### config.mk
export PLATFORM = sky130hd
export DESIGN_NAME = hilo_mul_seq
export DESIGN_NICKNAME = d
export VERILOG_FILES = /design/src/rtl/hilo_mul_seq.sv
export SDC_FILE = /design/constraint.sdc
export NUM_CORES = 1
export LEC_CHECK = 0
export ABC_AREA = 0
export CAP_MARGIN = 20
export CORE_MARGIN = 2
export CORE_UTILIZATION = 39
export DETAILED_ROUTE_END_ITERATION = 7
export DONT_BUFFER_PORTS = 1
export GPL_ROUTABILITY_DRIVEN = 0
export GPL_TIMING_DRIVEN = 0
export PLACE_DENSITY = 0.5
export SYNTH_ARGS = -nofsm -noshare
export SYNTH_HDL_FRONTEND = slang
export SYNTH_SLANG_ARGS = --single-unit
### constraint.sdc
create_clock -name clk -period 3.25 [get_ports clk]
set_clock_uncertainty 0.1 [all_clocks]
set_input_delay 0.325 -clock clk [delete_from_list [all_inputs] [get_ports clk]]
set_output_delay 0.325 -clock clk [all_outputs]
set_load 0.02 [all_outputs]
### src/rtl/hilo_mul_seq.sv
// rtl/hilo_mul_seq.sv - HI/LO owner and multi-cycle MULT/MULTU sequencer for the shared ALU
// Optional: define HILO_MUL_CNT_EN to add the mul_count capture counter output.
module hilo_mul_seq #(
    parameter int         WIDTH       = 32,
    parameter int         MUL_LAT     = 1,
    parameter logic [4:0] OPSEL_IDLE  = 5'd0,
    parameter logic [4:0] OPSEL_MULT  = 5'd2,
    parameter logic [4:0] OPSEL_MULTU = 5'd3
) (
    input  logic             clk,
    input  logic             rst_n,
    input  logic             req_valid,
    output logic             req_ready,
    input  logic [5:0]       req_funct,
    input  logic [WIDTH-1:0] req_rs,
    input  logic [WIDTH-1:0] req_rt,
    output logic [4:0]       alu_opsel,
    output logic [WIDTH-1:0] alu_a,
    output logic [WIDTH-1:0] alu_b,
    input  logic [WIDTH-1:0] alu_result,
    input  logic [WIDTH-1:0] alu_result_hi,
    output logic [WIDTH-1:0] hi,
    output logic [WIDTH-1:0] lo,
    output logic             rsp_valid,
    output logic [WIDTH-1:0] rsp_data,
    output logic             busy,
    output logic             illegal
`ifdef HILO_MUL_CNT_EN
    ,
    output logic [31:0]      mul_count
`endif
);

    localparam logic [5:0] FUNCT_MFHI  = 6'h10;
    localparam logic [5:0] FUNCT_MTHI  = 6'h11;
    localparam logic [5:0] FUNCT_MFLO  = 6'h12;
    localparam logic [5:0] FUNCT_MTLO  = 6'h13;
    localparam logic [5:0] FUNCT_MULT  = 6'h18;
    localparam logic [5:0] FUNCT_MULTU = 6'h19;
    localparam logic [3:0] CNT_INIT    = 4'(MUL_LAT - 1);

    typedef enum logic {IDLE, MUL} state_t;

    state_t     state_q, state_d;
    logic [3:0] cnt_q;
    logic [4:0] opsel_q;
    logic       accept;
    logic       is_mul;
    logic       capture;

    assign accept  = req_valid && req_ready;
    assign is_mul  = (req_funct == FUNCT_MULT) || (req_funct == FUNCT_MULTU);
    assign capture = (state_q == MUL) && (cnt_q == 4'd0);

    always_ff @(posedge clk) begin
        if (!rst_n) begin
            state_q <= IDLE;
        end else begin
            state_q <= state_d;
        end
    end

    always_comb begin
        state_d   = state_q;
        req_ready = 1'b0;
        busy      = 1'b0;
        alu_opsel = OPSEL_IDLE;
        case (state_q)
            IDLE: begin
                req_ready = 1'b1;
                if (accept && is_mul) begin
                    state_d = MUL;
                end
            end
            MUL: begin
                busy      = 1'b1;
                alu_opsel = opsel_q;
                if (cnt_q == 4'd0) begin
                    state_d = IDLE;
                end
            end
            default: state_d = IDLE;
        endcase
    end

    // MT* lands at its own accept edge, so a following MF* sees the new value.
    always_ff @(posedge clk) begin
        if (!rst_n) begin
            cnt_q     <= 4'd0;
            opsel_q   <= OPSEL_IDLE;
            alu_a     <= '0;
            alu_b     <= '0;
            hi        <= '0;
            lo        <= '0;
            rsp_valid <= 1'b0;
            rsp_data  <= '0;
            illegal   <= 1'b0;
        end else begin
            rsp_valid <= 1'b0;
            illegal   <= 1'b0;
            if (state_q == MUL && cnt_q != 4'd0) begin
                cnt_q <= cnt_q - 4'd1;
            end
            if (capture) begin
                hi <= alu_result_hi;
                lo <= alu_result;
            end
            if (accept) begin
                case (req_funct)
                    FUNCT_MULT, FUNCT_MULTU: begin
                        alu_a   <= req_rs;
                        alu_b   <= req_rt;
                        opsel_q <= (req_funct == FUNCT_MULT) ? OPSEL_MULT : OPSEL_MULTU;
                        cnt_q   <= CNT_INIT;
                    end
                    FUNCT_MTHI: hi <= req_rs;
                    FUNCT_MTLO: lo <= req_rs;
                    FUNCT_MFHI: begin
                        rsp_data  <= hi;
                        rsp_valid <= 1'b1;
                    end
                    FUNCT_MFLO: begin
                        rsp_data  <= lo;
                        rsp_valid <= 1'b1;
                    end
                    default: illegal <= 1'b1;
                endcase
            end
        end
    end

`ifdef HILO_MUL_CNT_EN
    always_ff @(posedge clk) begin
        if (!rst_n) begin
            mul_count <= 32'd0;
        end else if (capture) begin
            mul_count <= mul_count + 32'd1;
        end
    end
`endif

endmodule

**Word-level counts from Yosys, hierarchy flattened**

Index checks and enable logic that the tools add are counted.

- Bits in registers: 172
- Input port bits: 137
- Word-level logic and storage cells: 51

- Add/sub/neg operators: 1
- Equality and inequality tests: 6
- Muxes and demuxes: 19
- Bitwise logic cells: 1
- Reductions and logical operators: 14

Operators by type and width:

| cell | count |
|---|---|
| 32-bit two-way mux | 6 |
| 32-bit one-hot mux with 2 select lines | 1 |
| 6-bit by 5-bit == test with 1-bit output, second input constant | 6 |
| 4-bit two-way mux | 3 |
| 1-bit two-way mux | 7 |
| 2-bit AND reduction | 3 |
| 6-bit OR reduction | 1 |
| 5-bit two-way mux | 1 |
| 1-bit logical AND | 4 |
| 4-bit zero test | 1 |
| 4-bit nonzero test | 1 |
| 2-bit OR reduction | 2 |
| 4-bit by 1-bit subtractor with 4-bit output, second input constant | 1 |
| 1-bit one-hot mux with 2 select lines | 1 |
| 2-bit nonzero test | 1 |
| 1-bit logical OR | 1 |
| 1-bit NOT | 1 |

**Depth between registers and ports, before layout**

Gate-level depths: netlist of the first run.

- Depth after elaboration: 5
- Mapped depth: 7
- Gate-level depth less buffers: 5

**Worst setup path before layout of the first run**

No wires, ideal clock.

- Path kind: flip-flop to flip-flop
- From: register state_q
- To: register cnt_q[3]
- Library setup time: 0.070 ns
- Data arrival time: 1.630 ns
- Required time: 3.080 ns
- Slack: 1.450 ns
- Cell stages (with the launch flop): 5
- Buffers on the path: 1
- Path through: dfxtp_1 buf_2 or4b_2 or3_1 a21oi_1

- Word-level cells in the longest chain between the ends: 4
- Elaborated cells between the ends (all ways): 6
- Classes of those cells: mux: 4; reduce/logical: 2

RTL lines:

| what | RTL line | RTL |
|---|---|---|
| from (decl) | 44 | `state_t state_q, state_d;` |
| from (signal assigned) | 59 | `state_q <= state_d;` |
| 1-bit logical AND | 101 | `if (state_q == MUL && cnt_q != 4'd0) begin` |
| 4-bit two-way mux | 101 |  |
| 4-bit two-way mux | 109 | `case (req_funct)` |
| 4-bit two-way mux * | 108 | `if (accept) begin` |
| to (signal assigned) | 102 | `cnt_q <= cnt_q - 4'd1;` |
| to (decl) | 45 | `logic [3:0] cnt_q;` |

Mark *: on every way between the ends. The rest lies on a longest branch, timed or not.
A chain may end at the register's enable or synchronous reset.

**Final worst setup path of the first run**

- From: register state_q
- To: register alu_b[9]

- Word-level cells in the longest chain between the ends: 3

RTL lines:

| what | RTL line | RTL |
|---|---|---|
| 1-bit two-way mux | 68 | `case (state_q)` |
| 1-bit logical AND | 51 | `assign accept = req_valid && req_ready;` |
| 2-bit AND reduction (no source line) | -- |  |
| to (signal assigned) | 112 | `alu_b <= req_rt;` |
| to (decl) | 19 | `output logic [WIDTH-1:0] alu_b,` |

No other way between the ends.

==> impl_metrics.ini, run 1 <==
[outcome]
status = complete, no violations

[yosys]
synthXorXnorAreaFrac_pct = 0
ys_seq_elements = 169
synth.top_cell.area_share_pct = 45.6
synth_top_family_by_area = compound AO/OA/AOI/OAI gates
synthSimpleGateAreaFrac_pct = 7.75
muxShareOfSynthArea_pct = 8.64
synth.distinct_cells = 40
synth_top_area_cell = dfxtp_1
yosysWarnings = 0
synthAdderAreaFrac_pct = 0.169
yosysSeqAreaShare_pct = 45.6
syn-mean-instance-area_um2 = 8.86
syn_inst = 837
synth_compound_area_share_pct = 31.5
synth.area.top_cells = dfxtp_1, a21oi_1, mux2i_1, o21ai_0, o31ai_1
syn-cell-area_um2 = 7410

[clocking]
cts_tree = built
cts.htree.levels = 4
clock_sinks = 169
ctsRootBufferMaster = clkbuf_16
cts_resized = 0
clk_latency_ns = 0.43
numCtsBuffers = 17
cts_buffer_depth = 2
clkSlewWorstSetupHoldPaths_ns = 0.07

[floorplan]
io_pins = 306
die_area_um2 = 20100
start_util_pct = 39.6
core-area_um2 = 18700
die_w_um = 142
chipHeight_um = 142
num_rows = 50

[final_layout]
final_common_cell = dfxtp_1
utilization_pct = 50.5
nets = 1110
syn_to_final_growth_pct = 27.4
final_cell_mix = dfxtp_1, a21oi_1, dlygate4sd3_1, o21ai_0, clkbuf_1
drive_gt1_share_pct = 5.28

[place]
place_hpwl_um = 21100
portBuffers = 0

[global_route]
antenna_found_initial = 1
grt_max_degree = 17
use_met2_pct = 49.2
grt_util_met3_pct = 7.76
grt_pass1_vias = 7585
grt-busiest-layer = met2
grt_pass1_wl_um = 44500
grt_use_total_pct = 29.0
grt_remaining_overflow = 0
grt_use_met1_pct = 34.6

[setup_path]
critPathSlowestCell = and4bb_1
critPathMaxStageDelay_ns = 0.47
path_delay_family = buffers and inverters
cp.arrival_ns = 2.67
cp_data_required_time_ns = 3.50
crit_type = register to register
path_buf_inv = 3
path_max_fanout = 10
worstSetupEndpointType = register
setup.worst_path.start_class = register
path_cells = buf_2, and4bb_1, clkbuf_1, buf_1, nand3_1, a21oi_1

[timing]
min_period_over_period_pct = 74.5
tightest_slew_ns = 0.911
fin_setup_tns_ns = 0
max_freq_mhz = 413
rsz0062_at_grt = false
drv_slew = 0
hold_viol = 0
slew_headroom_pct = 39.3
setup_viol = 0
hold_slack_ns = 0.0109
fin_crit_ns = 2.42

[flow_run]
max_cap_viol_count = 0

[pwr]
power.density_nw_per_um2 = 487
ir_worst_vdd_uv = 347
leakagePower_uw = 0.00335
totalPowerFinal_uw = 4600

[drt]
dr.first_iter.drc_count = 479
wire_per_inst_um = 24.5
firstDrtPassIters = 5
wl_um = 29900
vias = 7526
antenna_left = 0
drcViolationCount = 0
vias_per_cell = 6.17

[worst_hold_path]
worstHoldPathType = primary input to register
cell type report:
type / count / area (µm²)
clock buffer: 19 / 443
buffer: 107 / 450
multi-input combinational: 559 / 3570
fill: 1823 / 9270
tap: 234 / 293
timing repair buffer: 114 / 1140
inverter: 4 / 15.0
clock inverter: 13 / 141
antenna: 1 / 2.50
sequential: 169 / 3380
path summary, 6_finish.rpt:
path,start,to,slack (ns),cells past startpoint
setup reg to reg,state_q$_SDFF_PN0_,alu_b[9]$_SDFFE_PN0P_,0.83,6
setup / recovery,state_q$_SDFF_PN0_,alu_b[9]$_SDFFE_PN0P_,0.83,6
hold / removal,alu_result[25],lo[25]$_SDFF_PN0_,0.01,2
hold reg to reg,opsel_q[1]$_SDFFE_PN0P_,opsel_q[1]$_SDFFE_PN0P_,0.37,2
cell families (layout without fill, tap and decap cells):
| logic type | Yosys count | in the layout |
|---|---|---|
| mux | 64 | 64 |
| compound gates | 393 | 393 |
| simple gates | 98 | 98 |
| fa+ha+maj | 1 | 1 |
| flops | 169 | 169 |
| other cells | 1 | 4 |
| buf+inv | 111 | 257 |
stage by stage:
stage | area [µm²] | instances | worst slack (ns)
after detailed placement | 7710 | 1073 | 0.833
after global placement | 7710 | 1073 | 0.907
after floorplan | 7420 | 839 | 1.45
after CTS | 9440 | 1219 | 0.812
after global routing | 9440 | 1220 | 0.633
final | 9440 | 1220 | 0.829
sequential cells by signal, summed over array words and instances, names as in the netlist, 2 cells and up:
name and flops:
rsp_data 32, opsel_q 2, lo 32, hi 32
alu_a 32, cnt_q 4, alu_b 32
where the power goes:
group,internal [µW],switching (µW)
clock,1160,904
sequential,2090,44.7
combinational,157,240
routing by layer:
metal | part of all wire [%] | vias to the layer above
met5 | 0 | -
met4 | 3.5 | 0
met3 | 8.4 | 74
met2 | 49 | 398
met1 | 40 | 3610
li1 | - | 3444
Yosys cell counts, drive strengths merged:
cell type / instances
a2111oi: 29
a211oi: 29
a21o: 1
a21oi: 166
a22oi: 1
a311oi: 4
a32oi: 1
and2: 2
and3: 1
and4bb: 1
buf: 19
clkbuf: 88
conb: 1
dfxtp: 169
ha: 1
inv: 4
mux2i: 64
nand2: 2
nand2b: 1
nand3: 66
nand4b: 3
nand4bb: 4
nor2: 3
nor2b: 2
nor3: 2
nor3b: 1
nor4b: 1
o21ai: 98
o31ai: 64
or2: 3
or3: 1
or3b: 3
or4b: 2
what timing repair did:
| item | 4_1_cts | 5_1_grt |
|---|---|---|
| hold buffers | 114 | 0 |
| endpoints found under the hold margin | 127 | 0 |
| buffers inserted | 0 | 0 |
| setup endpoints to repair | 0 | 0 |
Power figures use the tool's default switching activity.
==> run 2: changes to the inputs <==
--- a/config.mk
+++ b/config.mk
@@ -5,7 +5,7 @@
 export SDC_FILE = /design/constraint.sdc
 export NUM_CORES = 1
 export LEC_CHECK = 0
-export ABC_AREA = 0
+export ABC_AREA = 1
 export CAP_MARGIN = 20
 export CORE_MARGIN = 2
 export CORE_UTILIZATION = 39
@@ -13,7 +13,7 @@
 export DONT_BUFFER_PORTS = 1
 export GPL_ROUTABILITY_DRIVEN = 0
 export GPL_TIMING_DRIVEN = 0
-export PLACE_DENSITY = 0.5
+export PLACE_DENSITY = 0.52
 export SYNTH_ARGS = -nofsm -noshare
 export SYNTH_HDL_FRONTEND = slang
 export SYNTH_SLANG_ARGS = --single-unit
==> constraint.sdc (replaced) <==
create_clock -name clk -period 2 [get_ports clk]
set_clock_uncertainty 0.1 [all_clocks]
set_input_delay 0.2 -clock clk [delete_from_list [all_inputs] [get_ports clk]]
set_output_delay 0.2 -clock clk [all_outputs]
set_load 0.02 [all_outputs]
==> run 2 against run 1 <==
Against the previous run: critical path depth is 2 lower; sequential power is 63% higher; utilization is 0.25 points higher; synthesized area is 13% higher; register-to-register slack worse by 0.64 ns; largest cell class unchanged; worst hold slack better by 0.041 ns; final cell count is 45% higher; critical endpoint is now alu_opsel[1]; via count is 10% higher; non-clock buffer count stayed put; global-route usage is 3.3 points lower.
==> impl_metrics.ini, run 2 <==
[timing]
fin_crit_ns = 1.85
slew_headroom_pct = 51.2
setup_slack_ns = 0.150
rsz0062_at_grt = false
max_freq_mhz = 540
tightest_slew_ns = 0.732
min_period_over_period_pct = 92.5
drv_slew = 0
fin_setup_tns_ns = 0
setup_viol = 0
hold_viol = 0

[floorplan]
die_area_um2 = 22700
io_pins = 306
num_rows = 53
die_w_um = 151
chipHeight_um = 151
start_util_pct = 39.8
core-area_um2 = 21100

[clocking]
post-cts-setup-buffers = 0
clkSlewWorstSetupHoldPaths_ns = 0.07
numCtsBuffers = 17
clk_latency_ns = 0.44
cts_buffer_depth = 2
cts.htree.levels = 4
clock_sinks = 169
ctsRootBufferMaster = clkbuf_16
cts_tree = built

[pwr]
combPwrFrac_pct = 7.4
ir_worst_vdd_uv = 543
leakagePower_uw = 0.00530
p_seq_share_pct = 45.9
switching_share_pct = 26.6
p_int_uw = 5590
power.share.clock_pct = 46.8
power.density_nw_per_um2 = 712
p_sw_uw = 2030

[yosys]
yosysWarnings = 0
synth.most_common_cell = nand2_1
yosysSeqAreaShare_pct = 40.3
synth.top_cell.area_share_pct = 40.3
synth_top_area_cell = dfxtp_1
ys_top_cells_by_count = nand2_1, nor2_1, inv_1
syn_inst = 1324
synthFlopType = dfxtp_1
ys_seq_elements = 169
synth.distinct_cells = 30
syn-mean-instance-area_um2 = 6.33
synth_edf_count = 0
synthArstFlopShare_pct = 0
synth.area.top_cells = dfxtp_1, nand2_1, nor2_1, inv_1, nand4_1
syn-cell-area_um2 = 8390

[global_route]
grt_remaining_overflow = 0
grt_use_total_pct = 25.7
grt_pass1_vias = 7888
antenna_found_initial = 0
grt_max_degree = 20
grt_pass1_wl_um = 44400

[setup_path]
r2r_setup_slack_ns = 0.19
path_max_fanout = 19
worstSetupEndpointType = output port
cp_data_required_time_ns = 1.70
crit_type = register to output port
cp.arrival_ns = 1.55
setup.worst_path.start_class = register

[drt]
antenna_left = 0
dr.first_iter.drc_count = 481
drcViolationCount = 0
vias_per_cell = 4.69
wire_per_inst_um = 16.7
vias = 8275
firstDrtPassIters = 5
wl_um = 29500

[final_layout]
final_common_cell = nand2_1
n_antenna_cell = 0
nFillCells = 2169
nets = 1614
syn_to_final_growth_pct = 27.5
drive_gt1_share_pct = 8.06
stdcell_area_um2 = 10700
final_cell_mix = nand2_1, nor2_1, inv_1, dfxtp_1, dlygate4sd3_1

[place]
pre_cts_slack_ns = 0.0733
place_hpwl_um = 21400
portBuffers = 0
place_area_um2 = 8740

[flow_run]
max_cap_viol_count = 0

[worst_hold_path]
worstHoldPathType = primary input to register

[outcome]
status = complete, no violations
-- run 2: per-layer routing --
metal | up-vias | track usage (%) | wire (µm)
met3 | 31 | 8.24 | 2700
met5 | - | 0 | 0
met4 | 0 | 7.06 | 450
met2 | 290 | 43.2 | 13900
met1 | 3640 | 31.6 | 12500
li1 | 4314 | - | -
-- run 2: area by class of cell --
class / instances / area [µm²] / area share, %
timing repair buffer: 132 / 1320 / 12.4
inverter: 178 / 673 / 6.29
multi-input combinational: 889 / 3810 / 35.7
clock buffer: 17 / 425 / 3.98
clock inverter: 15 / 203 / 1.90
buffer: 89 / 531 / 4.96
sequential: 169 / 3380 / 31.6
tap: 275 / 344 / 3.22
-- run 2: logic make-up after synthesis --
| family | Yosys count | share of synthesized area, % |
|---|---|---|
| simple gates | 782 | 38.0 |
| buf+inv | 268 | 14.3 |
| flops | 169 | 40.3 |
| compound gates | 102 | 7.04 |
| xor+xnor | 1 | 0.104 |
| fa+ha+maj | 1 | 0.149 |
| other cells | 1 | 0.0447 |
-- run 2: power groups by stage --
stage	Sequential, µW	Combinational [µW]	Clock (µW)
2_1_floorplan	3560	232	0
3_3_place_gp	3570	310	0
3_5_place_dp	3570	312	0
4_1_cts	3490	559	3670
5_1_grt	3500	617	3780
6_report	3490	561	3560
-- run 2: critical path: stages (launching register included) --
cell	delay, ns
dfxtp_2	0.42
buf_6	0.19
buf_6	0.25
nand2_1	0.08
inv_1	0.17
-- run 2: timing repair --
item	CTS	global route
hold endpoints to repair	133	0
gates resized for setup	1	7
hold buffers	132	0
endpoints found under the setup margin	2	27
-- run 2: path summary, 6_finish.rpt --
kind,start,to,cells after the start
setup / recovery,state_q$_SDFF_PN0_,alu_opsel[1],4
hold / removal,req_funct[0],hi[31]$_SDFF_PN0_,5
setup reg to reg,state_q$_SDFF_PN0_,hi[20]$_SDFF_PN0_,8
hold reg to reg,cnt_q[0]$_SDFF_PN0_,cnt_q[0]$_SDFF_PN0_,2
-- run 2: stage by stage --
step / total power (µW) / util, % / std cells / hold slack, ns
4_1_cts: 7730 / 50.7 / 1764 / 0.0440
3_5_place_dp: 3890 / 41.4 / 1601 / 0.242
2_1_floorplan: 3790 / - / 1326 / 0.235
5_1_grt: 7900 / 50.7 / 1764 / 0.0949
3_3_place_gp: 3880 / 41.4 / 1601 / 0.237
6_report: 7620 / 50.7 / 1764 / 0.0523
==> run 3: changes to the inputs <==
--- a/config.mk
+++ b/config.mk
@@ -14,6 +14,7 @@
 export GPL_ROUTABILITY_DRIVEN = 0
 export GPL_TIMING_DRIVEN = 0
 export PLACE_DENSITY = 0.52
+export REMOVE_ABC_BUFFERS = 1
 export SYNTH_ARGS = -nofsm -noshare
 export SYNTH_HDL_FRONTEND = slang
 export SYNTH_SLANG_ARGS = --single-unit
==> run 3 against run 2 <==
Against the previous run: the flow now finishes with violations (negative hold slack); first-iteration DRC count shrank 4.6%; final area shrank 8.3%; via count is 3.2% lower; setup slack worse by 0.046 ns; sequential share of layout area is 2.9 points higher; power down 4.2%; fmax decreased by 2.4%; sequential cell count unchanged; clock-buffer cell count is 2 higher; global-route usage shrank 0.60 points; largest cell class unchanged; largest power group is now registers; highest routed layer is now met5.
==> impl_metrics.ini, run 3 (same netlist as run 2, synthesis figures left out) <==
[setup_path]
rr_endpoint = hi[22]$_SDFF_PN0_
path_max_fanout = 33
path_cells = inv_6, nand2_8, nor2_2, nand2_8, inv_8, nor2_1, nor2_1
setup.worst_path.start_class = register
r2r_cells = 7
cp.arrival_ns = 2.16
critPathMaxStageDelay_ns = 0.45
rr_startpoint = state_q$_SDFF_PN0_
cp_data_required_time_ns = 2.26
worstSetupEndpointType = register
crit_type = register to register
critPathSlowestCell = dfxtp_4
r2r_setup_slack_ns = 0.10

[pwr]
leakagePower_uw = 0.00483
combPwrFrac_pct = 5.0
power.share.clock_pct = 47.2
switching_share_pct = 24.9
p_seq_share_pct = 47.9
ir_worst_vdd_uv = 485
power.density_nw_per_um2 = 744
p_sw_uw = 1820
totalPowerFinal_uw = 7300
p_int_uw = 5480

[timing]
drv_slew = 0
setup_viol = 0
tightest_slew_ns = 0.862
slew_headroom_pct = 42.3
fin_crit_ns = 1.90
hold_viol = 161
hold_slack_ns = -0.208
rsz0062_at_grt = false
max_freq_mhz = 527
min_period_over_period_pct = 94.8

[clocking]
ctsRootBufferMaster = clkbuf_16
cts_buffer_depth = 2
cts.htree.levels = 4
clkSlewWorstSetupHoldPaths_ns = 0.07
cts_tree = built
clk_latency_ns = 0.42
clock_sinks = 169
numCtsBuffers = 17

[drt]
wl_um = 29700
drcViolationCount = 0
dr.first_iter.drc_count = 459
vias_per_cell = 4.94
antenna_left = 0
wire_per_inst_um = 18.3
firstDrtPassIters = 5
vias = 8011

[floorplan]
num_rows = 53
die_area_um2 = 22700
core-area_um2 = 21100
chipHeight_um = 151
start_util_pct = 39.8
die_w_um = 151
io_pins = 306

[place]
portBuffers = 0
place_area_um2 = 8380
place_hpwl_um = 15900

[final_layout]
utilization_pct = 46.5
nets = 1469
multi_input_area_um2 = 3950
regArea_um2 = 3390
final_cell_mix = nand2_1, nor2_1, inv_1, dfxtp_1, nand4_1
drive_gt1_share_pct = 5.43
final_common_cell = nand2_1
stdcell_area_um2 = 9810
nFillCells = 2223
syn_to_final_growth_pct = 17.0

[global_route]
grt_pass1_wl_um = 43100
grt_use_total_pct = 25.1
grt_use_met1_pct = 30.3
grt_remaining_overflow = 0
grt_util_met3_pct = 9.39
grt_pass1_vias = 7346
antenna_found_initial = 3
grt-busiest-layer = met2
use_met2_pct = 41.8
grt_max_degree = 164

[worst_hold_path]
holdPathStages = 2
worstHoldPathType = primary input to register
hp-start = rst_n
min_to = alu_b[15]$_SDFFE_PN0P_

[flow_run]
max_cap_viol_count = 0

[outcome]
status = finished with violations
violations = negative hold slack
-- run 3: repair_timing --
item                                   4_1_cts  5_1_grt
hold buffers                                31       29
gates cloned                                 4        1
buffers inserted                             5        1
setup endpoints to repair                  145       92
resized for setup                           15        2
endpoints found under the hold margin      169      161
pin swaps                                    5        1
-- run 3: area by class of cell --
class	instances	share of cell area, %
clock buffers	19	4.51
diodes	2	0.0510
flip-flops and latches	169	34.5
inverters	178	7.10
repair buffers	72	8.45
multi-input cells	893	40.2
clock inverters	13	1.63
well taps	275	3.51
-- run 3: worst max-delay path: cells and delay by family, from the launching register on --
family                 cells  cell delay, ns
flip-flops                 1            0.45
AND/OR/NAND/NOR            5            0.75
buffers and inverters      2            0.49
-- run 3: through the flow --
step | setup TNS (ns) | setup WS [ns] | instances
5_1_grt | 0 | 0.00543 | 1620
3_3_place_gp | -542.22 | -3.79 | 1511
3_5_place_dp | -76.22 | -0.980 | 1516
4_1_cts | 0 | 0.00483 | 1588
6_report | 0 | 0.104 | 1621
2_1_floorplan | -209.04 | -1.61 | 1236
-- run 3: worst max-delay path by stage --
stage / cells after the start / startpoint / endpoint
6_report: 7 / state_q$_SDFF_PN0_ / hi[22]$_SDFF_PN0_
5_1_grt: 7 / cnt_q[0]$_SDFF_PN0_ / lo[31]$_SDFF_PN0_
4_1_cts: 7 / state_q$_SDFF_PN0_ / lo[28]$_SDFF_PN0_
3_5_place_dp: 7 / req_funct[5] / lo[28]$_SDFF_PN0_
3_3_place_gp: 6 / cnt_q[2]$_SDFF_PN0_ / lo[15]$_SDFF_PN0_
2_1_floorplan: 6 / state_q$_SDFF_PN0_ / cnt_q[0]$_SDFF_PN0_
-- run 3: power groups by stage --
stage          logic [µW]  registers, µW  clock network (µW)
6_report              363           3490                3440
5_1_grt               406           3500                3660
4_1_cts               310           3490                3540
3_5_place_dp          226           3570                   0
3_3_place_gp          219           3580                   0
2_1_floorplan         176           3560                   0
-- run 3: routing by layer --
layer | wire length (µm) | vias to the layer above | part of all wire, %
li1 | - | 4049 | -
met1 | 12200 | 3585 | 41
met2 | 14000 | 336 | 47
met3 | 3040 | 39 | 10
met4 | 517 | 2 | 1.7
met5 | 16 | - | 0.054
